<file path="config.mk">
export PLATFORM = sky130hd
export DESIGN_NAME = scoreboard_regfile
export DESIGN_NICKNAME = d
export VERILOG_FILES = /design/src/rtl/scoreboard_regfile.sv
export SDC_FILE = /design/constraint.sdc
export NUM_CORES = 1
export LEC_CHECK = 0
export ABC_AREA = 1
export CAP_MARGIN = 10
export CORE_MARGIN = 2
export CORE_UTILIZATION = 53
export DETAILED_ROUTE_END_ITERATION = 12
export PLACE_DENSITY = 0.77
export SETUP_SLACK_MARGIN = 0.3
export SLEW_MARGIN = 20
export SYNTH_ARGS = -nofsm -noshare
export SYNTH_HDL_FRONTEND = slang
export SYNTH_SLANG_ARGS = --single-unit
export TNS_END_PERCENT = 1
</file>
<file path="constraint.sdc">
create_clock -name clk -period 1.4 [get_ports clk]
set_clock_uncertainty 0.15 [all_clocks]
set_input_delay 0.28 -clock clk [delete_from_list [all_inputs] [get_ports clk]]
set_output_delay 0.28 -clock clk [all_outputs]
set_load 0.02 [all_outputs]
</file>
<file path="src/rtl/scoreboard_regfile.sv">
// Decode-stage register file with per-register in-flight write counters.
// Reads are combinational; pending status lets decode stall on RAW hazards.
module scoreboard_regfile #(
    parameter int DATA_W   = 16,
    parameter int ADDR_W   = 3,
    parameter int NUM_RD   = 2,
    parameter int CNT_W    = 2,
    parameter int ZERO_REG = 1,
    parameter int BYPASS   = 1,
    localparam int NREGS   = 2 ** ADDR_W
) (
    input  logic                       clk,
    input  logic                       rst_n,
    input  logic [NUM_RD*ADDR_W-1:0]   rd_addr,
    input  logic [NUM_RD-1:0]          rd_use,
    output logic [NUM_RD*DATA_W-1:0]   rd_data,
    output logic [NUM_RD-1:0]          rd_pending,
    output logic                       stall,
    input  logic                       wr_en,
    input  logic [ADDR_W-1:0]          wr_addr,
    input  logic [DATA_W-1:0]          wr_data,
    input  logic                       iss_en,
    input  logic [ADDR_W-1:0]          iss_addr,
    input  logic                       flush,
    output logic [NREGS-1:0]           pending_mask,
    output logic                       iss_ovf
);

    localparam logic [CNT_W-1:0] CNT_MAX = '1;
    localparam logic [CNT_W-1:0] CNT_ONE = CNT_W'(1);

    logic [DATA_W-1:0] regs [NREGS];
    logic [CNT_W-1:0]  cnt  [NREGS];
    logic [NREGS-1:0]  inc_vec;
    logic [NREGS-1:0]  dec_vec;
    logic              wr_eff;

    assign wr_eff = wr_en && !((ZERO_REG != 0) && (wr_addr == '0));

    // NOTE: every always_comb output gets a default first so no path leaves it unassigned (no latch).
    always_comb begin
        inc_vec      = '0;
        dec_vec      = '0;
        pending_mask = '0;
        for (int r = 0; r < NREGS; r++) begin
            inc_vec[r]      = iss_en && (iss_addr == ADDR_W'(r)) && !((ZERO_REG != 0) && (r == 0));
            dec_vec[r]      = wr_en && (wr_addr == ADDR_W'(r)) && (cnt[r] != '0);
            pending_mask[r] = (cnt[r] != '0);
        end
    end

    // NOTE: the data array is reset too, because a freshly reset file must read back zero.
    always_ff @(posedge clk or negedge rst_n) begin
        if (!rst_n) begin
            for (int r = 0; r < NREGS; r++) begin
                regs[r] <= '0;
                cnt[r]  <= '0;
            end
            iss_ovf <= 1'b0;
        end else begin
            // NOTE: state updates use non-blocking assignment so every register samples pre-edge values.
            if (wr_eff)
                regs[wr_addr] <= wr_data;
            for (int r = 0; r < NREGS; r++) begin
                if (flush) begin
                    cnt[r] <= '0;
                end else if (inc_vec[r] && !dec_vec[r]) begin
                    if (cnt[r] == CNT_MAX)
                        iss_ovf <= 1'b1;
                    else
                        cnt[r] <= cnt[r] + CNT_ONE;
                end else if (dec_vec[r] && !inc_vec[r]) begin
                    cnt[r] <= cnt[r] - CNT_ONE;
                end
            end
        end
    end

    // Forwarding hides the last outstanding write in the cycle it resolves.
    for (genvar i = 0; i < NUM_RD; i++) begin : g_rd
        logic [ADDR_W-1:0] addr;
        logic              is_zero;
        logic              hit;

        assign addr    = rd_addr[i*ADDR_W +: ADDR_W];
        assign is_zero = (ZERO_REG != 0) && (addr == '0);
        assign hit     = (BYPASS != 0) && wr_en && (wr_addr == addr);

        assign rd_data[i*DATA_W +: DATA_W] = is_zero ? '0 : (hit ? wr_data : regs[addr]);
        assign rd_pending[i] = !is_zero && (cnt[addr] != '0) && !(hit && (cnt[addr] == CNT_ONE));
    end

    assign stall = |(rd_use & rd_pending);

endmodule

</file>
# Word level (Yosys, flattened, before mapping)
# Index checks and enable logic that the tools add are counted.
# totals
regBits	145
inputBits	35
out_inout_bits	44
word_cells	237
# classes
add_sub_neg	15
order_cmp	4
eq_ne	32
n_mux	70
bitwise	4
reduce_logical	95
# ops
cell	n
two-way mux 16 bit	9
bitwise mux 128 bit	1
binary-select mux 16 bit (select 3 bit)	2
two-way mux 2 bit	34
demux 16 bit (select 3 bit)	1
logical AND 1 bit	47
== test 3 bit (second input constant)	8
nonzero test 2 bit	11
two-way mux 1 bit	21
!= test 3 bit (second input constant)	7
nonzero test 3 bit	7
logical NOT 1 bit	19
subtractor 2 x 1 -> 2 bit (second input constant)	8
adder 2 x 1 -> 2 bit (second input constant)	7
== test 2 bit (second input constant)	7
AND reduction 2 bit	7
binary-select mux 2 bit (select 3 bit)	2
== test 3 x 2 -> 1 bit (second input constant)	4
greater-or-equal comparator 4 bit (second input constant)	3
NOT 3 -> 4 bit	3
logical NOT 3 bit	3
== test 3 x 1 -> 1 bit (second input constant)	2
== test 3 bit	2
== test 2 x 1 -> 1 bit (second input constant)	2
other kinds (3)	3

# Depth between registers and ports, before layout
# logic_depth
ltp_word	25
mapped_depth	10
ltp_nobuf	10

# Worst setup path before layout
# OpenSTA, ideal clock, no wires.
# synth_timing
kind	input-to-output
from	input rd_addr[3]
to	output rd_data[16]
t_arrival_ns	1.426
required_ns	0.970
path_slack_ns	-0.456
cell_stages	8
n_path_buf	3
cell_sequence	buf_4 -> inv_2 -> buf_2 -> buf_4 -> nand2_1 -> nand3_1 -> nand3_1 -> a31oi_1
# synth_via
elab_chain_len	6
word_cells_on_any_way	9
classes_between	eq/ne (1); mux (5); bitwise (1); reduce/logical (2)
# synth_lines
item	line	text
start, declared	14	input logic [NUM_RD*ADDR_W-1:0] rd_addr,
NOT 3 -> 4 bit (implied by the code)	89	assign rd_data[i*DATA_W +: DATA_W] = is_zero ? '0 : (hit ? wr_data : regs[addr]);
binary-select mux 16 bit (select 3 bit)	89	
two-way mux 16 bit (implied by the code) (2 in a row)	89	
two-way mux 16 bit	89	
two-way mux 16 bit (*)	89	
end, declared	16	output logic [NUM_RD*DATA_W-1:0] rd_data,
# Mark *: on every way between the ends. The rest lies on a longest branch, timed or not. The select of a mux whose other input is x is not followed.

# Worst setup path after layout
# layout_timing
from	register cnt[9] in the netlist's numbering
to	output stall
# layout_via
elab_chain_len	9
word_cells_on_any_way	20
classes_between	eq/ne (2); mux (6); bitwise (1); reduce/logical (11)
# layout_lines
item	line	text
start, declared	33	logic [CNT_W-1:0] cnt [NREGS];
start signal, assigned by index	71	cnt[r] <= cnt[r] + CNT_ONE;
start signal, assigned by index	73	cnt[r] <= cnt[r] - CNT_ONE;
binary-select mux 2 bit (select 3 bit)	90	assign rd_pending[i] = !is_zero && (cnt[addr] != '0) && !(hit && (cnt[addr] == CNT_ONE));
two-way mux 2 bit (implied by the code) (2 in a row)	90	
== test 2 x 1 -> 1 bit	90	
logical AND 1 bit	90	
logical NOT 1 bit	90	
logical AND 1 bit	90	
AND 2 bit (*)	93	assign stall = |(rd_use & rd_pending);
OR reduction 2 bit (*)	93	
end, declared	18	output logic stall,
# Marked as above.

==> results by stage <==
Power and ir drop:
- The post-layout total power is 14.65 mW.
- Summed over all cells, the static leakage comes to 5.838 nW.
- Power spread over the standard cell area amounts to 1168 mW/mm2.
- The maximum vdd ir drop is 0.9723 mV.

Drt:
- The DRC violation count after routing is 0.
- The detailed-route vias per instance is 6.125.
- The overall via count from detail_route is 10240.
- The first routing iteration left 1541 violations.
- The count of nets left with antenna violations after detail routing is 0.
- After detailed routing, the average wire length per cell comes to 19.62 um.
- The wire length reported by the detailed router is 32.81 mm.
- For this run, the detailed router's first-pass iteration total came to 9.

Clock tree:
- The H-tree was split into 4 levels.
- The clock tree from TritonCTS is done.
- The buffer type at the clock tree root is sky130_fd_sc_hd__clkbuf_16.
- No sink is reached through more buffers than the 2 on the longest clock path.
- The post-CTS clock slew at the launch and capture registers of the worst setup and hold paths is 70 ps.
- The TritonCTS buffer count is 17.
- The number of sinks on the clock net is 145.
- Clock latency on the worst-skew pair, taken at its later pin, is 430 ps.

Synthesis:
- After synthesis, flip-flops and latches occupy 41.94% of the total area.
- After synthesis the netlist holds a flip-flop and latch count of 145.
- After synthesis the cells add up to 0.008651 mm2.
- The number of nets handed over by synthesis was 1298.
- The average size of a mapped cell is 6.855 um2.
- During synthesis, Yosys emitted a total of 0 warnings.
- The instance count of the mapped netlist is 1262.
- The netlist uses 30 different library cells.

GRT:
- The number of antenna violations at the first check in global routing was 0.
- The largest net degree at the start of global routing is 67.
- The number of global-route vias before repair was 9832.
- The sum of overflow across all layers after global routing is 0.
- The overall global routing resource usage is 37.83%.
- The first global-routing pass estimated 52.06 mm of wire.

Run status:
- The run finished, with violations left.
- The checks that failed: negative setup slack.

Cells and area:
- After the last flow step, the layout net total stands at 1479.
- The number of inserted diodes is 0.
- From synthesis to final layout, the design area changed by 44.92%.
- The share of final-layout standard cells stronger than drive strength 1 is 29.26%.

Placement:
- The HPWL after detailed placement is 19.94 mm.
- At the end of routability-driven placement, the weighted congestion stood at 0.9925.
- Timing analysis after detailed placement gives a worst setup slack of -1497 ps.
- The count of buffers from port buffering is 78.

STA:
- The post-route minimum period is 2132 ps.
- Derived from the worst setup path, the maximum achievable clock frequency is 469.0 MHz.
- Measured against its own limit, the worst slew margin works out to 72.84%.
- The final critical-path share of the clock period is 152.3%.
- The total setup violations reported at the end of the flow is 59.
- The number of max-slew violations in the final report was 0.
- The transition time of the tightest slew-check pin is 406.8 ps.
- The total count of hold-check failures in the final report is 0.
- The total negative slack is -25100 ps.
- Setup repair after global routing could not meet its margin everywhere.
- Setup slack on the critical path of the routed design comes to -732.2 ps.

Worst setup path:
- For the worst setup path, the data required time is 970 ps.
- The critical path class is reg2out.
- STA classifies the critical path startpoint as a flop.
- STA classifies the critical path endpoint as an output port.
- The critical path data arrival time is 1700 ps.
- Of all nets on the critical path, the largest fanout is 4.

Floorplan:
- The number of cell rows is 46.
- Once the floorplan was initialized, standard cells occupied 54.26% of the core.
- The x dimension of the die is 131.8 um.
- The die outline area is 0.01736 mm2.
- 79 I/O pins were placed.
- The height of the die is 131.8 um.
- The core region is 0.01594 mm2.

Flow run:
- Max-cap violations in this run came to 0.

Min path:
- The min-delay analysis places its worst path in the category in2async.
through the flow:
step / util (%) / instance area (um2) / hold WS (ps) / instances
6_report: 78.64 / 12540 / 114.9 / 1672
5_1_grt: 78.64 / 12540 / 140.8 / 1672
4_1_cts: 76.82 / 12250 / 118.0 / 1672
3_5_place_dp: 71.06 / 11330 / 5.147 / 1633
3_3_place_gp: 71.06 / 11330 / 6.217 / 1633
2_1_floorplan: - / 9201 / -165.6 / 1262
where the power goes:
part / internal [mW] / total [mW] / switching, mW / leakage [nW]
sequential: 4.87 / 5.37 / 0.501 / 1.83
combinational: 1.95 / 4.47 / 2.51 / 3.72
clock: 2.83 / 4.81 / 1.97 / 0.285
Yosys cell counts:
| cell type | number | area [um2] |
|---|---|---|
| sky130_fd_sc_hd__a211oi_1 | 2 | 15.01 |
| sky130_fd_sc_hd__a21boi_0 | 1 | 7.510 |
| sky130_fd_sc_hd__a21oi_1 | 73 | 365.4 |
| sky130_fd_sc_hd__a31oi_1 | 29 | 181.4 |
| sky130_fd_sc_hd__and2_1 | 1 | 6.260 |
| sky130_fd_sc_hd__buf_1 | 6 | 22.52 |
| sky130_fd_sc_hd__buf_2 | 32 | 160.2 |
| sky130_fd_sc_hd__buf_4 | 8 | 60.06 |
| sky130_fd_sc_hd__clkbuf_1 | 55 | 206.5 |
| sky130_fd_sc_hd__dfrtp_1 | 145 | 3628 |
| sky130_fd_sc_hd__ha_1 | 1 | 12.51 |
| sky130_fd_sc_hd__inv_1 | 83 | 311.6 |
| sky130_fd_sc_hd__inv_2 | 13 | 48.80 |
| sky130_fd_sc_hd__nand2_1 | 350 | 1314 |
| sky130_fd_sc_hd__nand2_2 | 1 | 6.260 |
| sky130_fd_sc_hd__nand3_1 | 171 | 855.8 |
| sky130_fd_sc_hd__nand4_1 | 8 | 50.05 |
| sky130_fd_sc_hd__nor2_1 | 43 | 161.4 |
| sky130_fd_sc_hd__nor2_2 | 3 | 18.77 |
| sky130_fd_sc_hd__nor2_4 | 1 | 11.26 |
| sky130_fd_sc_hd__nor3_1 | 6 | 30.03 |
| sky130_fd_sc_hd__o211ai_1 | 5 | 37.54 |
| sky130_fd_sc_hd__o21ai_0 | 163 | 815.8 |
| sky130_fd_sc_hd__o21ai_1 | 56 | 280.3 |
| sky130_fd_sc_hd__o22ai_1 | 1 | 6.260 |
| sky130_fd_sc_hd__o31ai_1 | 1 | 7.510 |
| sky130_fd_sc_hd__or2_0 | 1 | 6.260 |
| sky130_fd_sc_hd__or2_1 | 1 | 6.260 |
| sky130_fd_sc_hd__xnor2_1 | 1 | 8.760 |
| sky130_fd_sc_hd__xor2_1 | 1 | 8.760 |
cells by family (layout without fill, tap and decap cells):
kind of cell / count (synthesis) / in the layout / share of synthesized area [%]
compound gates: 331 / 331 / 19.84
fa+ha+maj: 1 / 1 / 0.1446
simple gates: 586 / 586 / 28.51
xor+xnor: 2 / 2 / 0.2025
buf+inv: 197 / 391 / 9.358
flops: 145 / 145 / 41.94
flip-flops by register name, indices dropped and copies added, names as in the netlist:
| register | count |
|---|---|
| regs | 128 |
| iss_ovf | 1 |
| cnt | 16 |
worst paths after layout:
kind | from | end | slack, ps | cells after the start
max reg2reg | cnt[15] | cnt[14] | -250 | 8
min | rst_n | cnt[4] | 110 | 2
min in group clk | wr_data[12] | regs[92] | 200 | 4
max | cnt[9] | stall | -730 | 9
min reg2reg | regs[116] | regs[116] | 250 | 0
max in group asynchronous | rst_n | regs[91] | 410 | 3
cell usage in the layout, fill, tap and decap left out, types with 4 or more instances in the layout:
cell                              count
sky130_fd_sc_hd__a21oi_1             69
sky130_fd_sc_hd__nand2_4              8
sky130_fd_sc_hd__dlygate4sd2_1        8
sky130_fd_sc_hd__nand3_1            157
sky130_fd_sc_hd__a21oi_2              4
sky130_fd_sc_hd__nor2_4              10
sky130_fd_sc_hd__nor2_1              25
sky130_fd_sc_hd__buf_6               44
sky130_fd_sc_hd__inv_2               23
sky130_fd_sc_hd__o21ai_1             89
sky130_fd_sc_hd__nand4_1              8
sky130_fd_sc_hd__o211ai_1             5
sky130_fd_sc_hd__dlymetal6s2s_1       5
sky130_fd_sc_hd__nand3_2             14
sky130_fd_sc_hd__buf_12              24
sky130_fd_sc_hd__inv_4                4
sky130_fd_sc_hd__buf_4              149
sky130_fd_sc_hd__buf_2               14
sky130_fd_sc_hd__o21ai_2             16
sky130_fd_sc_hd__dfrtp_1            143
sky130_fd_sc_hd__a31oi_4             28
sky130_fd_sc_hd__clkinvlp_4           5
sky130_fd_sc_hd__nand2_2             24
sky130_fd_sc_hd__nor2_2              12
sky130_fd_sc_hd__nand2_1            317
sky130_fd_sc_hd__nor3_1               4
sky130_fd_sc_hd__clkbuf_16           17
sky130_fd_sc_hd__inv_1               68
sky130_fd_sc_hd__clkdlybuf4s50_1     10
sky130_fd_sc_hd__o21ai_0            111
routing by layer:
metal / wire length, um / vias to the layer above / GRT usage (%)
met3: 3377 / 175 / 9.189
met4: 1678 / 0 / 18.96
met1: 12540 / 4795 / 48.81
met2: 15220 / 688 / 59.80
met5: 0 / - / 0
li1: - / 4583 / -
timing repair:
action / 4_1_cts / 5_1_grt
setup endpoints to repair: 173 / 165
hold buffers: 1 / 0
setup buffers: 3 / 0
endpoints found under the hold margin: 145 / 0
gates resized for setup: 361 / 113
cloned: 3 / 0
pin swaps: 32 / 31
critical path, stage by stage (launching register included):
cell                       delay, ps
sky130_fd_sc_hd__dfrtp_2         450
sky130_fd_sc_hd__inv_2            90
sky130_fd_sc_hd__nand2_2          50
sky130_fd_sc_hd__o211ai_1        100
sky130_fd_sc_hd__nand3_1         140
sky130_fd_sc_hd__nand2_2         120
sky130_fd_sc_hd__nand2_1          60
sky130_fd_sc_hd__nand3_1          70
sky130_fd_sc_hd__nand2_1          60
sky130_fd_sc_hd__buf_6           130
area by class of cell:
type                       count  area (um2)
inverter                      96       374.1
sequential                   145        3631
tap                          216       270.3
clock buffer                  18       429.2
timing repair buffer         263        2579
fill                        1058        3406
multi-input combinational    920        5074
clock inverter                14       180.2
No activity file was read; power rests on OpenSTA's default activity.
